$ cat src/rtl/ps2kbd_pkg.sv
// Shared types and constants for the PS/2 keyboard command sequencer.
package ps2kbd_pkg;

    typedef enum logic [3:0] {
        S_IDLE,
        S_RD_SC,
        S_RD_ST,
        S_CLR_RX,
        S_DISPATCH,
        S_TX_WR,
        S_TX_POLL,
        S_TX_ABORT,
        S_WAIT_RSP,
        S_ERR_CLR
    } ps2seq_state_t;

    // Register offsets from the keyboard core base address
    localparam logic [31:0] REG_DATA = 32'd0;
    localparam logic [31:0] REG_STAT = 32'd1;

    // Status byte bit positions
    localparam int unsigned ST_RX_BIT    = 7;
    localparam int unsigned ST_TC_BIT    = 6;
    localparam int unsigned ST_NKACK_BIT = 5;
    localparam int unsigned ST_PERR_BIT  = 0;

    // Keyboard protocol and status-clear bytes
    localparam logic [7:0] KBD_ACK     = 8'hFA;
    localparam logic [7:0] KBD_RESEND  = 8'hFE;
    localparam logic [7:0] STAT_CLR_RX = 8'h00;
    localparam logic [7:0] STAT_CLR_TX = 8'hFF;

    // Byte-lane select for a byte access at the given address
    function automatic logic [3:0] lane_sel(input logic [1:0] adr_lo);
        return 4'b0001 << adr_lo;
    endfunction

    // States that own a bus transaction
    function automatic logic is_bus_state(input ps2seq_state_t s);
        return (s == S_RD_SC)  || (s == S_RD_ST)   || (s == S_CLR_RX) ||
               (s == S_TX_WR)  || (s == S_TX_POLL) || (s == S_TX_ABORT) ||
               (s == S_ERR_CLR);
    endfunction

endpackage

$ cat src/rtl/ps2_scan_fifo.sv
// Synchronous first-word-fall-through FIFO for received scan codes.
module ps2_scan_fifo
    import ps2kbd_pkg::*;
#(
    parameter int unsigned pDepth = 16,
    parameter int unsigned pWidth = 8
)(
    input  logic              i_clk,
    input  logic              i_rst_n,
    input  logic              i_push,
    input  logic [pWidth-1:0] i_data,
    input  logic              i_pop,
    output logic [pWidth-1:0] o_data,
    output logic              o_full,
    output logic              o_empty
);

    localparam int unsigned AW = $clog2(pDepth);

    logic [pWidth-1:0] r_mem [pDepth];
    logic [AW:0]       r_wr_ptr;
    logic [AW:0]       r_rd_ptr;
    logic              w_full;
    logic              w_empty;
    logic              w_do_push;
    logic              w_do_pop;

    assign w_empty   = (r_wr_ptr == r_rd_ptr);
    assign w_full    = (r_wr_ptr[AW] != r_rd_ptr[AW]) &&
                       (r_wr_ptr[AW-1:0] == r_rd_ptr[AW-1:0]);
    assign w_do_pop  = i_pop & ~w_empty;
    // A push while full is still taken when the head is leaving this cycle
    assign w_do_push = i_push & (~w_full | w_do_pop);

    assign o_data  = r_mem[r_rd_ptr[AW-1:0]];
    assign o_full  = w_full;
    assign o_empty = w_empty;

    // Pointer update
    always_ff @(posedge i_clk or negedge i_rst_n) begin
        if (!i_rst_n) begin
            r_wr_ptr <= '0;
            r_rd_ptr <= '0;
        end else begin
            if (w_do_push) r_wr_ptr <= r_wr_ptr + 1'b1;
            if (w_do_pop)  r_rd_ptr <= r_rd_ptr + 1'b1;
        end
    end

    // Storage write, no reset needed on the data array
    always_ff @(posedge i_clk) begin
        if (w_do_push) r_mem[r_wr_ptr[AW-1:0]] <= i_data;
    end

endmodule

$ cat src/rtl/ps2kbd_cmd_seq.sv
// Bus-master sequencer for the PS/2 keyboard core: drains scan codes into a
// FIFO and runs host-to-keyboard commands with ACK/resend, timeouts, retries.
module ps2kbd_cmd_seq
    import ps2kbd_pkg::*;
#(
    parameter int unsigned pClkFreq    = 50000000,
    parameter logic [31:0] KBD_ADDR    = 32'hFDFF8000,
    parameter int unsigned pTxTimeout  = pClkFreq / 50,
    parameter int unsigned pRspTimeout = pClkFreq / 50,
    parameter int unsigned pRetries    = 3,
    parameter int unsigned pFifoDepth  = 16
)(
    input  logic        clk_i,
    input  logic        rst_ni,
    input  logic        cmd_valid_i,
    output logic        cmd_ready_o,
    input  logic [7:0]  cmd_byte_i,
    input  logic        cmd_has_arg_i,
    input  logic [7:0]  cmd_arg_i,
    output logic        cmd_done_o,
    output logic        cmd_err_o,
    output logic        sc_valid_o,
    input  logic        sc_ready_i,
    output logic [7:0]  sc_data_o,
    output logic [7:0]  perr_cnt_o,
    input  logic        kbd_irq_i,
    output logic        m_cyc_o,
    output logic        m_stb_o,
    output logic        m_we_o,
    output logic [3:0]  m_sel_o,
    output logic [31:0] m_adr_o,
    output logic [31:0] m_dat_o,
    input  logic        m_ack_i,
    input  logic [31:0] m_dat_i
);

    ps2seq_state_t r_state;
    ps2seq_state_t w_state_nxt;

    logic [23:0] r_timer;
    logic        r_gap;
    logic        r_cmd_active;
    logic        r_arg_pend;
    logic [7:0]  r_cur;
    logic [7:0]  r_arg;
    logic [7:0]  r_retry;
    logic [7:0]  r_sc;
    logic        r_st_perr;
    logic [7:0]  r_perr;
    logic        r_done;
    logic        r_err;

    logic        w_bus;
    logic        w_cyc;
    logic        w_ack;
    logic        w_we;
    logic [31:0] w_adr_off;
    logic [31:0] w_adr;
    logic [7:0]  w_wbyte;
    logic        w_ready;
    logic        w_accept;
    logic        w_push;
    logic        w_perr_par;
    logic        w_arg_fire;
    logic        w_retry_req;
    logic        w_done_set;
    logic        w_err_set;
    logic [7:0]  w_retry_inc;
    logic        w_retry_over;
    logic        w_tx_expired;
    logic        w_rsp_expired;

    logic        w_fifo_full;
    logic        w_fifo_empty;
    logic        w_pop;
    logic        w_push_drop;
    logic        w_perr_inc;
    logic        w_unused;

    assign w_unused = ^m_dat_i[31:8];

    // Bus strobes drop for one cycle after every ack so ops are always separated
    assign w_bus  = is_bus_state(r_state);
    assign w_cyc  = w_bus & ~r_gap;
    assign w_ack  = w_cyc & m_ack_i;
    assign w_adr  = KBD_ADDR + w_adr_off;

    assign m_cyc_o = w_cyc;
    assign m_stb_o = w_cyc;
    assign m_we_o  = w_cyc & w_we;
    assign m_adr_o = w_cyc ? w_adr : '0;
    assign m_sel_o = w_cyc ? lane_sel(w_adr[1:0]) : '0;
    assign m_dat_o = (w_cyc & w_we) ? {4{w_wbyte}} : '0;

    // Withheld while irq is pending so a visible ready always means acceptance
    assign w_ready     = (r_state == S_IDLE) && !r_cmd_active && !kbd_irq_i;
    assign cmd_ready_o = w_ready;
    assign cmd_done_o  = r_done;
    assign cmd_err_o   = r_err;
    assign perr_cnt_o  = r_perr;
    assign sc_valid_o  = ~w_fifo_empty;

    assign w_retry_inc   = r_retry + 8'd1;
    assign w_retry_over  = (32'(w_retry_inc) > pRetries);
    assign w_tx_expired  = (32'(r_timer) >= pTxTimeout);
    assign w_rsp_expired = (32'(r_timer) >= pRspTimeout);

    assign w_pop       = sc_ready_i & ~w_fifo_empty;
    assign w_push_drop = w_push & w_fifo_full & ~w_pop;
    assign w_perr_inc  = w_perr_par | w_push_drop;

    ps2_scan_fifo #(
        .pDepth (pFifoDepth),
        .pWidth (8)
    ) u_fifo (
        .i_clk   (clk_i),
        .i_rst_n (rst_ni),
        .i_push  (w_push),
        .i_data  (r_sc),
        .i_pop   (w_pop),
        .o_data  (sc_data_o),
        .o_full  (w_fifo_full),
        .o_empty (w_fifo_empty)
    );

    // Next-state, bus op decode and dispatch decisions
    always_comb begin
        w_state_nxt = r_state;
        w_accept    = 1'b0;
        w_push      = 1'b0;
        w_perr_par  = 1'b0;
        w_arg_fire  = 1'b0;
        w_retry_req = 1'b0;
        w_done_set  = 1'b0;
        w_err_set   = 1'b0;
        w_we        = 1'b0;
        w_adr_off   = REG_DATA;
        w_wbyte     = '0;

        unique case (r_state)
            S_IDLE: begin
                if (kbd_irq_i) begin
                    w_state_nxt = S_RD_SC;
                end else if (cmd_valid_i && w_ready) begin
                    w_accept    = 1'b1;
                    w_state_nxt = S_TX_WR;
                end
            end
            S_RD_SC: begin
                if (w_ack) w_state_nxt = S_RD_ST;
            end
            S_RD_ST: begin
                w_adr_off = REG_STAT;
                if (w_ack) w_state_nxt = S_CLR_RX;
            end
            S_CLR_RX: begin
                w_we      = 1'b1;
                w_adr_off = REG_STAT;
                w_wbyte   = STAT_CLR_RX;
                if (w_ack) w_state_nxt = S_DISPATCH;
            end
            S_DISPATCH: begin
                if (r_st_perr) begin
                    w_perr_par = 1'b1;
                    if (r_cmd_active) w_retry_req = 1'b1;
                    else              w_state_nxt = S_IDLE;
                end else if (r_cmd_active && (r_sc == KBD_ACK)) begin
                    if (r_arg_pend) begin
                        w_arg_fire  = 1'b1;
                        w_state_nxt = S_TX_WR;
                    end else begin
                        w_done_set  = 1'b1;
                        w_state_nxt = S_IDLE;
                    end
                end else if (r_cmd_active && (r_sc == KBD_RESEND)) begin
                    w_retry_req = 1'b1;
                end else begin
                    w_push      = 1'b1;
                    w_state_nxt = r_cmd_active ? S_WAIT_RSP : S_IDLE;
                end
            end
            S_TX_WR: begin
                w_we    = 1'b1;
                w_wbyte = r_cur;
                if (w_ack) w_state_nxt = S_TX_POLL;
            end
            S_TX_POLL: begin
                w_adr_off = REG_STAT;
                // Timeout is only acted on at a completed read so no op is cut short
                if (w_ack) begin
                    if (m_dat_i[ST_TC_BIT]) w_state_nxt = S_WAIT_RSP;
                    else if (w_tx_expired)  w_state_nxt = S_TX_ABORT;
                end
            end
            S_TX_ABORT: begin
                w_we      = 1'b1;
                w_adr_off = REG_STAT;
                w_wbyte   = STAT_CLR_TX;
                if (w_ack) w_retry_req = 1'b1;
            end
            S_WAIT_RSP: begin
                if (kbd_irq_i)          w_state_nxt = S_RD_SC;
                else if (w_rsp_expired) w_retry_req = 1'b1;
            end
            S_ERR_CLR: begin
                w_we      = 1'b1;
                w_adr_off = REG_STAT;
                w_wbyte   = STAT_CLR_TX;
                if (w_ack) begin
                    w_done_set  = 1'b1;
                    w_err_set   = 1'b1;
                    w_state_nxt = S_IDLE;
                end
            end
            default: w_state_nxt = S_IDLE;
        endcase

        if (w_retry_req) begin
            w_state_nxt = w_retry_over ? S_ERR_CLR : S_TX_WR;
        end
    end

    // State register and state-entry timer
    always_ff @(posedge clk_i or negedge rst_ni) begin
        if (!rst_ni) begin
            r_state <= S_IDLE;
            r_timer <= '0;
            r_gap   <= 1'b0;
        end else begin
            r_state <= w_state_nxt;
            r_gap   <= w_ack;
            if (w_state_nxt != r_state) r_timer <= '0;
            else if (r_timer != '1)     r_timer <= r_timer + 24'd1;
        end
    end

    // Command context: current byte, pending argument, retry count
    always_ff @(posedge clk_i or negedge rst_ni) begin
        if (!rst_ni) begin
            r_cmd_active <= 1'b0;
            r_arg_pend   <= 1'b0;
            r_cur        <= '0;
            r_arg        <= '0;
            r_retry      <= '0;
        end else begin
            if (w_accept) begin
                r_cmd_active <= 1'b1;
                r_arg_pend   <= cmd_has_arg_i;
                r_cur        <= cmd_byte_i;
                r_arg        <= cmd_arg_i;
                r_retry      <= '0;
            end else if (w_arg_fire) begin
                r_arg_pend <= 1'b0;
                r_cur      <= r_arg;
                r_retry    <= '0;
            end else if (w_retry_req) begin
                r_retry <= w_retry_inc;
            end
            if (w_done_set) r_cmd_active <= 1'b0;
        end
    end

    // Captured receive byte and parity flag
    always_ff @(posedge clk_i or negedge rst_ni) begin
        if (!rst_ni) begin
            r_sc      <= '0;
            r_st_perr <= 1'b0;
        end else begin
            if (w_ack && (r_state == S_RD_SC)) r_sc      <= m_dat_i[7:0];
            if (w_ack && (r_state == S_RD_ST)) r_st_perr <= m_dat_i[ST_PERR_BIT];
        end
    end

    // Done/error pulse and saturating drop counter
    always_ff @(posedge clk_i or negedge rst_ni) begin
        if (!rst_ni) begin
            r_done <= 1'b0;
            r_err  <= 1'b0;
            r_perr <= '0;
        end else begin
            r_done <= w_done_set;
            r_err  <= w_done_set & w_err_set;
            if (w_perr_inc && (r_perr != 8'hFF)) r_perr <= r_perr + 8'd1;
        end
    end

endmodule
$ cat config.mk
export PLATFORM = sky130hd
export DESIGN_NAME = ps2kbd_cmd_seq
export DESIGN_NICKNAME = d
export VERILOG_FILES = /design/src/rtl/ps2kbd_pkg.sv /design/src/rtl/ps2_scan_fifo.sv /design/src/rtl/ps2kbd_cmd_seq.sv
export SDC_FILE = /design/constraint.sdc
export NUM_CORES = 1
export LEC_CHECK = 0
export CAP_MARGIN = 25
export CELL_PAD_IN_SITES_DETAIL_PLACEMENT = 1
export CELL_PAD_IN_SITES_GLOBAL_PLACEMENT = 1
export CORE_ASPECT_RATIO = 0.6
export CORE_MARGIN = 5
export CORE_UTILIZATION = 45
export CTS_CLUSTER_SIZE = 8
export DETAILED_ROUTE_END_ITERATION = 7
export MAX_ROUTING_LAYER = met4
export PLACE_DENSITY_LB_ADDON = 0.1
export SETUP_SLACK_MARGIN = 0.15
export SLEW_MARGIN = 20
export SYNTH_ARGS = -nofsm -noshare
export SYNTH_HDL_FRONTEND = slang
export SYNTH_SLANG_ARGS = --single-unit
$ cat constraint.sdc
create_clock -name clk_i -period 3.84 [get_ports clk_i]
set_input_delay 0.384 -clock clk_i [delete_from_list [all_inputs] [get_ports clk_i]]
set_output_delay 0.384 -clock clk_i [all_outputs]
set_load 0.03 [all_outputs]
**Yosys cells after proc, flatten, opt, wreduce, memory -nomap -nowiden**

Memory sizes are Yosys's and may differ from the RTL's.
Index checks and enable logic that the tools add are counted.
W data, S select, Z words.

- Register bits: 84
- RAM bits: 128
- Input port bits: 55
- Output and inout port bits: 91
- Memories kept: 1

- Add/sub/neg operators: 6
- Order comparisons: 2
- Equality and inequality tests: 17
- Shifts and indexed selects: 1
- Muxes and demuxes: 65
- Bitwise operators: 15
- Reduce and logical (&&, ||, !) cells: 25

Memory list:

| memory | words | width | read ports | clocked after memory_dff | wr ports | line | text |
|---|---|---|---|---|---|---|---|
| u_fifo.r_mem | 16 | 8 | 1 | 0 | 1 | ps2_scan_fifo.sv:20 | `logic [pWidth-1:0] r_mem [pDepth];` |

Operators with widths:

| kind | number |
|---|---|
| $mux W4 | 19 |
| $mux W32 | 2 |
| $mux W24 | 2 |
| $mux W8 | 5 |
| $pmux W4 S10 | 1 |
| $add A32 B32 Y32 const A | 1 |
| $mux W1 | 32 |
| $add A24 B1 Y24 const B | 1 |
| $ge A24 B20 Y1 const B | 1 |
| $ne A24 B24 Y1 const B | 1 |
| $add A8 B1 Y8 const B | 2 |
| $eq A4 B3 Y1 const B | 4 |
| $eq A8 B8 Y1 const B | 2 |
| $pmux W8 S2 | 1 |
| $add A5 B1 Y5 const B | 2 |
| $and A1 B1 Y1 | 9 |
| $logic_and A1 B1 Y1 | 9 |
| $eq A4 B2 Y1 const B | 2 |
| $eq A4 B4 Y1 const B | 2 |
| $gt A8 B2 Y1 const B | 1 |
| $ne A8 B8 Y1 const B | 1 |
| $logic_or A1 B1 Y1 | 6 |
| $reduce_bool A2 Y1 | 3 |
| $eq A5 B5 Y1 | 1 |
| other kinds (16) | 21 |

**Longest topological paths before layout**

Gate-level depths: netlist of run 1.

- Word-level depth: 14
- Mapped depth: 12
- Gate-level depth less buffers: 8

**Modules after synthesis**

Synthesis of run 1 repeated with hierarchy kept, for this count alone.

- Cells, all modules: 735
- Area total of the unflattened synthesis: 10256.1 sq um

By module, submodules not included:

| module | times used | cells each | area an instance (sq um) | sequential area each (sq um) |
|---|---|---|---|---|
| ps2_scan_fifo | 1 | 269 | 5547.8 | 4093.9 |
| ps2kbd_cmd_seq | 1 | 466 | 4708.3 | 1851.8 |

**Worst setup path before layout of run 1**

No wires, ideal clock.

- Path kind: register to register
- Start: register r_state[3]
- End: memory u_fifo.r_mem[3][0], enable pin
- Setup time: 383 ps
- Arrival time: 2480 ps
- Data required time: 3457 ps
- Slack: 977 ps
- Stages on the path, launching flop included: 7
- Path buffers: 2
- Path through: dfrtp_1 buf_6 or4b_1 buf_2 nor4_2 nand2_1 nor3_1

- Cells in the longest elaborated chain, start to end: 5

RTL lines:

| what | line | text |
|---|---|---|
| from (decl) | ps2kbd_cmd_seq.sv:37 | `ps2seq_state_t r_state;` |
| from (signal assigned) | ps2kbd_cmd_seq.sv:230 | `r_state <= w_state_nxt;` |
| $eq A4 B3 Y1 | ps2kbd_cmd_seq.sv:140 | `unique case (r_state)` |
| $mux W1 | ps2kbd_cmd_seq.sv:140 |  |
| $and A1 B1 Y1 | ps2_scan_fifo.sv:33 | `assign w_do_push = i_push & (~w_full \| w_do_pop);` |
| $mux W1 | ps2_scan_fifo.sv:52 | `if (w_do_push) r_mem[r_wr_ptr[AW-1:0]] <= i_data;` |
| $mux W1 (not written as such) | ps2_scan_fifo.sv:52 |  |
| to (decl) | ps2_scan_fifo.sv:20 |  |

Every way passes these cells.

**Worst setup path in the final report of run 1**

- Start: register u_fifo.r_rd_ptr[0]
- End: output sc_data_o[4]

- Cells in the longest elaborated chain, start to end: 1

RTL lines:

| what | line | text |
|---|---|---|
| from (decl) | ps2_scan_fifo.sv:22 | `logic [AW:0] r_rd_ptr;` |
| from (signal assigned) | ps2_scan_fifo.sv:46 | `if (w_do_pop) r_rd_ptr <= r_rd_ptr + 1'b1;` |
| $mem_v2 Z16 W8 | -- |  |
| to (decl) | ps2kbd_cmd_seq.sv:24 | `output logic [7:0] sc_data_o,` |

Every way passes these cells.

==> impl_metrics.ini, run 1 <==
[status]
outcome = complete, no violations

[cells_and_area]
fin_nets = 901
drive_gt1_share_pct = 17.4
final_core_util_pct = 54.6
area_delta_synth_final_pct = 19.7
insertedDiodeCount = 0

[global_routing]
grt_pass1_wl_mm = 39.4
grtUsageTotal_pct = 19.9
grt_pass1_vias = 6652
grt_max_degree = 60
grt_overflow = 0
antenna_found_initial = 0

[flow_run]
maxCapViolations = 0

[timing]
finalSetupViolCount = 0
worst-slew-pin-transition_ps = 997
setup_ws_ps = 348
max_freq_ghz = 0.286
relSlewSlack_pct = 33.3
fin_setup_tns_ps = 0
period_share_pct = 90.9
rsz0062_at_grt = false
slew_viol_final = 0
fin_skew_ps = 20.1
hold_ws_ps = 398
layout_min_cycle_time_ps = 3490
hold_viol = 0

[yosys]
ys_warn_count = 0
synth_top_cell_by_area = edfxtp_1
synth_seq_cells = 212
synth_enable_flop_cells = 128
yosys.area.top_type_share_pct = 38.4
async_reset_ff_share_pct = 39.6
syn_inst = 743
synth_ff_type = edfxtp_1
syn_area_per_cell_um2 = 13.5
yosys-top-cells-area = edfxtp_1 (38%), dfrtp_1 (21%), mux4_2 (9.0%)
synthTopCellsByCount = edfxtp_1 (128), dfrtp_1 (84), nand2_1 (66)
yosys.cell_count.top_type = edfxtp_1
synth_area_um2 = 10000
ys_seq_area_share_pct = 59.4
synth.distinct_cells = 65

[floorplan]
dieArea_um2 = 25400
initial_core_util_pct = 45.6
rows = 42
core_um2 = 22000
die_w_um = 203
die_y_um = 126
design.portCount = 146

[place]
gp_congestion = 0.833
dpl.hpwl_mm = 17.3
port_buffers = 104
dp_slack_ps = 602

[clock_tree]
cts_sinks = 212
htree_levels = 1
cts_tree = built
cts-root-buf = clkbuf_16
post_cts_buffers = 0
cts_buffers = 30
clock_path_buffers = 3
cts.clk_slew.worst_paths_ps = 50
cts_resized = 0
insertion_delay_ps = 540

[min_path]
hp-class = primary input to flip-flop
hold_depth = 3

[route]
drt_iter0_drc = 429
route.antenna.remaining_nets = 0
vias = 6355
routed_wl_mm = 24.6
wl_per_cell_um = 21.5
drcViolationCount = 0
first_pass_iters = 5
routed_via_density = 5.56

[critical_path]
crit_chain = buf_12 -> mux4_2 -> mux4_2 -> clkdlybuf4s50_1
path_buf_inv = 2
cpMaxStageDelayCell = dfrtp_2
cp.required_ps = 3460
worstRegToRegCells = 8
critPathArrivalTime_ps = 3110
critPathTopFamily = multiplexers
cp_common_cell = mux4_2
critPathKind = flip-flop to output port
crit_path_start_kind = flip-flop
cp.depth = 4
critPathMaxFanout = 19
max_stage_delay_ps = 650
endpoint_kind = output port

[power_and_ir_drop]
cellLeakagePower_uw = 0.00440
power.density_nw_per_um2 = 841
peakVddDrop_mv = 0.476
total_power_uw = 10100
==> cells in the final DEF, fill, tap and decap left out, types with 10 or more instances in the layout <==
cell type	n
xor2_1	20
and3_1	11
buf_4	33
nor3_2	20
nand3_1	14
clkdlybuf4s50_1	103
nor2_1	38
clkbuf_1	20
dfrtp_1	83
nand2b_1	10
clkbuf_16	31
conb_1	17
inv_1	12
nand4_1	20
ha_1	10
nand2_1	66
mux4_2	40
a21oi_1	20
o21ai_0	33
mux2_2	10
xnor2_1	22
nor3_1	16
edfxtp_1	128
==> power by group <==
group / switching [uW] / total (uW) / internal (uW) / leakage (uW)
sequential: 480 / 3400 / 2920 / 0.00226
combinational: 2530 / 4270 / 1740 / 0.00173
clock: 934 / 2420 / 1480 / 0.000413
total: 3940 / 10100 / 6150 / 0.00440
==> timing repair <==
| action | 4_1_cts | 5_1_grt |
|---|---|---|
| hold endpoints to repair | 58 | 0 |
| hold buffers | 1 | 0 |
| endpoints found under the setup margin | 0 | 0 |
==> worst paths after layout <==
check	from	to	slack, ps
max	u_fifo.r_rd_ptr[0]	sc_data_o[4]	350
min	cmd_arg_i[2]	r_arg[2]	400
max reg2reg	r_state[2]	r_timer[21]	680
min reg2reg	r_arg[3]	r_arg[3]	460
max in group asynchronous	rst_ni	r_retry[6]	2480
min in group asynchronous	rst_ni	r_arg[5]	480
==> metal layers <==
metal	up-vias	track usage, %	routed length (um)
li1	2865	-	-
met1	3275	31.0	12300
met2	184	28.3	10700
met3	31	3.13	1220
met4	0	3.31	349
met5	-	-	0
==> tightest hold or removal path, cell delays in order <==
cell	delay, ps
clkdlybuf4s50_1	400
nand2_1	60
nand2_1	40
==> layout make-up <==
class | count | area [um2]
fillers | 2155 | 9970
flip-flops and latches | 212 | 5950
multi-input cells | 441 | 3460
repair buffers | 139 | 1320
clock buffers | 51 | 851
well taps | 286 | 358
inverters | 12 | 45.0
clock inverters | 1 | 16.3
==> sequential cells by signal, indices dropped and copies added (netlist names), 4 cells and up <==
name             cells
perr_cnt_o           8
r_timer             24
r_cur                8
r_arg                8
u_fifo.r_wr_ptr      5
r_sc                 8
r_state              4
r_retry              8
u_fifo.r_rd_ptr      5
u_fifo.r_mem       128
==> per-stage QoR <==
| stage | cells | area, um2 |
|---|---|---|
| after floorplan | 759 | 10100 |
| after global placement | 1086 | 11100 |
| after detailed placement | 1086 | 11100 |
| after CTS | 1139 | 12000 |
| after global routing | 1142 | 12000 |
| final | 1142 | 12000 |
==> kinds of logic (layout without fill, tap and decap cells) <==
logic type	Yosys count	after routing	share of synthesized area, %
AND/OR/NAND/NOR	230	230	12.7
AO/OA/AOI/OAI	88	88	5.66
adder cells (fa/ha/maj)	10	10	1.25
buffers and inverters	106	203	6.81
multiplexers	53	53	10.4
other	1	17	0.0374
XOR/XNOR	43	43	3.76
flip-flops	212	212	59.4
(Power assumes the default switching activity.)
==> inputs of run 2 (changes only) <==
--- a/config.mk
+++ b/config.mk
@@ -9,7 +9,7 @@
 export CELL_PAD_IN_SITES_DETAIL_PLACEMENT = 1
 export CELL_PAD_IN_SITES_GLOBAL_PLACEMENT = 1
 export CORE_ASPECT_RATIO = 0.6
-export CORE_MARGIN = 5
+export CORE_MARGIN = 8
 export CORE_UTILIZATION = 45
 export CTS_CLUSTER_SIZE = 8
 export DETAILED_ROUTE_END_ITERATION = 7
==> run 2 against run 1 <==
Power fell by 0.43%. Combinational power down 2%. Clock skew is 0.66 ps lower. Global-route usage down 1.7 points. Clock power is essentially flat. Cell count is 0.53% lower. Largest power group unchanged.
==> impl_metrics.ini, run 2 (synthesis results as in run 1) <==
[global_routing]
antenna_found_initial = 0
grt_overflow = 0
grtUsageTotal_pct = 18.2
grt_max_degree = 59
grt_pass1_wl_mm = 39.2
grt_pass1_vias = 6731

[timing]
rsz0062_at_grt = false
slew_viol_final = 0
worst-slew-pin-transition_ps = 991
fin_skew_ps = 19.5
fin_setup_tns_ps = 0
layout_min_cycle_time_ps = 3490
hold_ws_ps = 388
relSlewSlack_pct = 33.7
period_share_pct = 90.9
max_freq_ghz = 0.287
hold_viol = 0
finalSetupViolCount = 0

[cells_and_area]
largest_reg_flops = 128
fin_nets = 896
insertedDiodeCount = 0
final_common_cell = edfxtp_1
final_cell_mix = edfxtp_1 (128), clkdlybuf4s50_1 (103), dfrtp_1 (83), nand2_1 (66), mux4_2 (40)
regArea_um2 = 5950
fillers = 2181
multi_input_area_um2 = 3460
area_delta_synth_final_pct = 19.3
drive_gt1_share_pct = 16.9

[floorplan]
design.portCount = 146
die_w_um = 209
die_y_um = 132
core_um2 = 22000
dieArea_um2 = 27400
initial_core_util_pct = 45.6
rows = 42

[route]
drcViolationCount = 0
routed_via_density = 5.49
first_pass_iters = 4
drt_iter0_drc = 380
vias = 6239
wl_per_cell_um = 21.5
route.antenna.remaining_nets = 0
routed_wl_mm = 24.4

[critical_path]
critPathKind = flip-flop to output port
rrSetupSlack_ps = 500
critPathArrivalTime_ps = 3110
r2r-end = r_timer[20]
critPathMaxFanout = 21
worstRegToRegCells = 7
endpoint_kind = output port
crit-reg2reg-launch = r_state[2]
crit_path_start_kind = flip-flop
cp.required_ps = 3460

[min_path]
min-delay-start = cmd_arg_i[7]
min_to = r_arg[7]
hp-class = primary input to flip-flop
hold_depth = 3

[clock_tree]
clock_path_buffers = 3
insertion_delay_ps = 540
cts_tree = built
cts.clk_slew.worst_paths_ps = 50
cts_sinks = 212
cts_buffers = 30
htree_levels = 1
cts-root-buf = clkbuf_16

[power_and_ir_drop]
total_power_uw = 10000
power.density_nw_per_um2 = 840
cellLeakagePower_uw = 0.00437
peakVddDrop_mv = 0.375

[status]
outcome = complete, no violations

[place]
port_buffers = 104
dpl.hpwl_mm = 17.1
gp_congestion = 0.787

[flow_run]
maxCapViolations = 0
[run 2: through the flow]
step	utilization (%)	instance area (um2)	setup slack [ps]	instances
finish	54.4	12000	350	1136
global route	54.4	12000	213	1136
detailed placement	50.4	11100	539	1083
CTS	54.4	11900	155	1135
global placement	50.4	11100	607	1083
floorplan	-	10100	977	759
[run 2: worst max path at each step]
| stage | start | endpoint | slack, ps | cells after the start |
|---|---|---|---|---|
| floorplan | r_state[3] | u_fifo.r_mem[3][0] | 980 | 6 |
| global placement | r_state[2] | r_timer[21] | 610 | 7 |
| detailed placement | r_state[2] | r_timer[20] | 540 | 7 |
| CTS | u_fifo.r_rd_ptr[0] | sc_data_o[7] | 160 | 4 |
| global route | r_state[2] | m_dat_o[23] | 210 | 4 |
| finish | u_fifo.r_rd_ptr[0] | sc_data_o[7] | 350 | 4 |
[run 2: layer usage]
metal  track usage, %  share of wire (%)  vias up
li1                 -                  -     2841
met1             26.0                 47     3198
met2             27.1                 45      164
met3             3.30                5.8       36
met4             3.86                1.7        0
met5                -                  0        -
[run 2: critical path, stage by stage (launching register included)]
cell and delay [ps]:
dfrtp_4 630, buf_12 260, mux4_2 550, mux4_2 500
clkdlybuf4s50_1 620
[run 2: area by class of cell]
cell class	count	area share [%]
clock buffers	50	7.09
clock inverters	1	0.136
inverters	12	0.377
multi-input cells	441	28.9
flip-flops and latches	212	49.8
well taps	286	2.99
repair buffers	134	10.7
[run 2: what timing repair did]
item	in CTS	in global routing
hold buffers	1	0
endpoints found under the setup margin	0	6
hold endpoints to repair	57	0
buffers inserted	0	0
gates resized for setup	0	1
[run 2: where the power goes]
part / total, uW / leakage (uW) / switching (uW) / internal, uW
clock network: 2400 / 0.000411 / 927 / 1480
logic: 4200 / 0.00170 / 2480 / 1720
registers: 3440 / 0.00226 / 514 / 2930
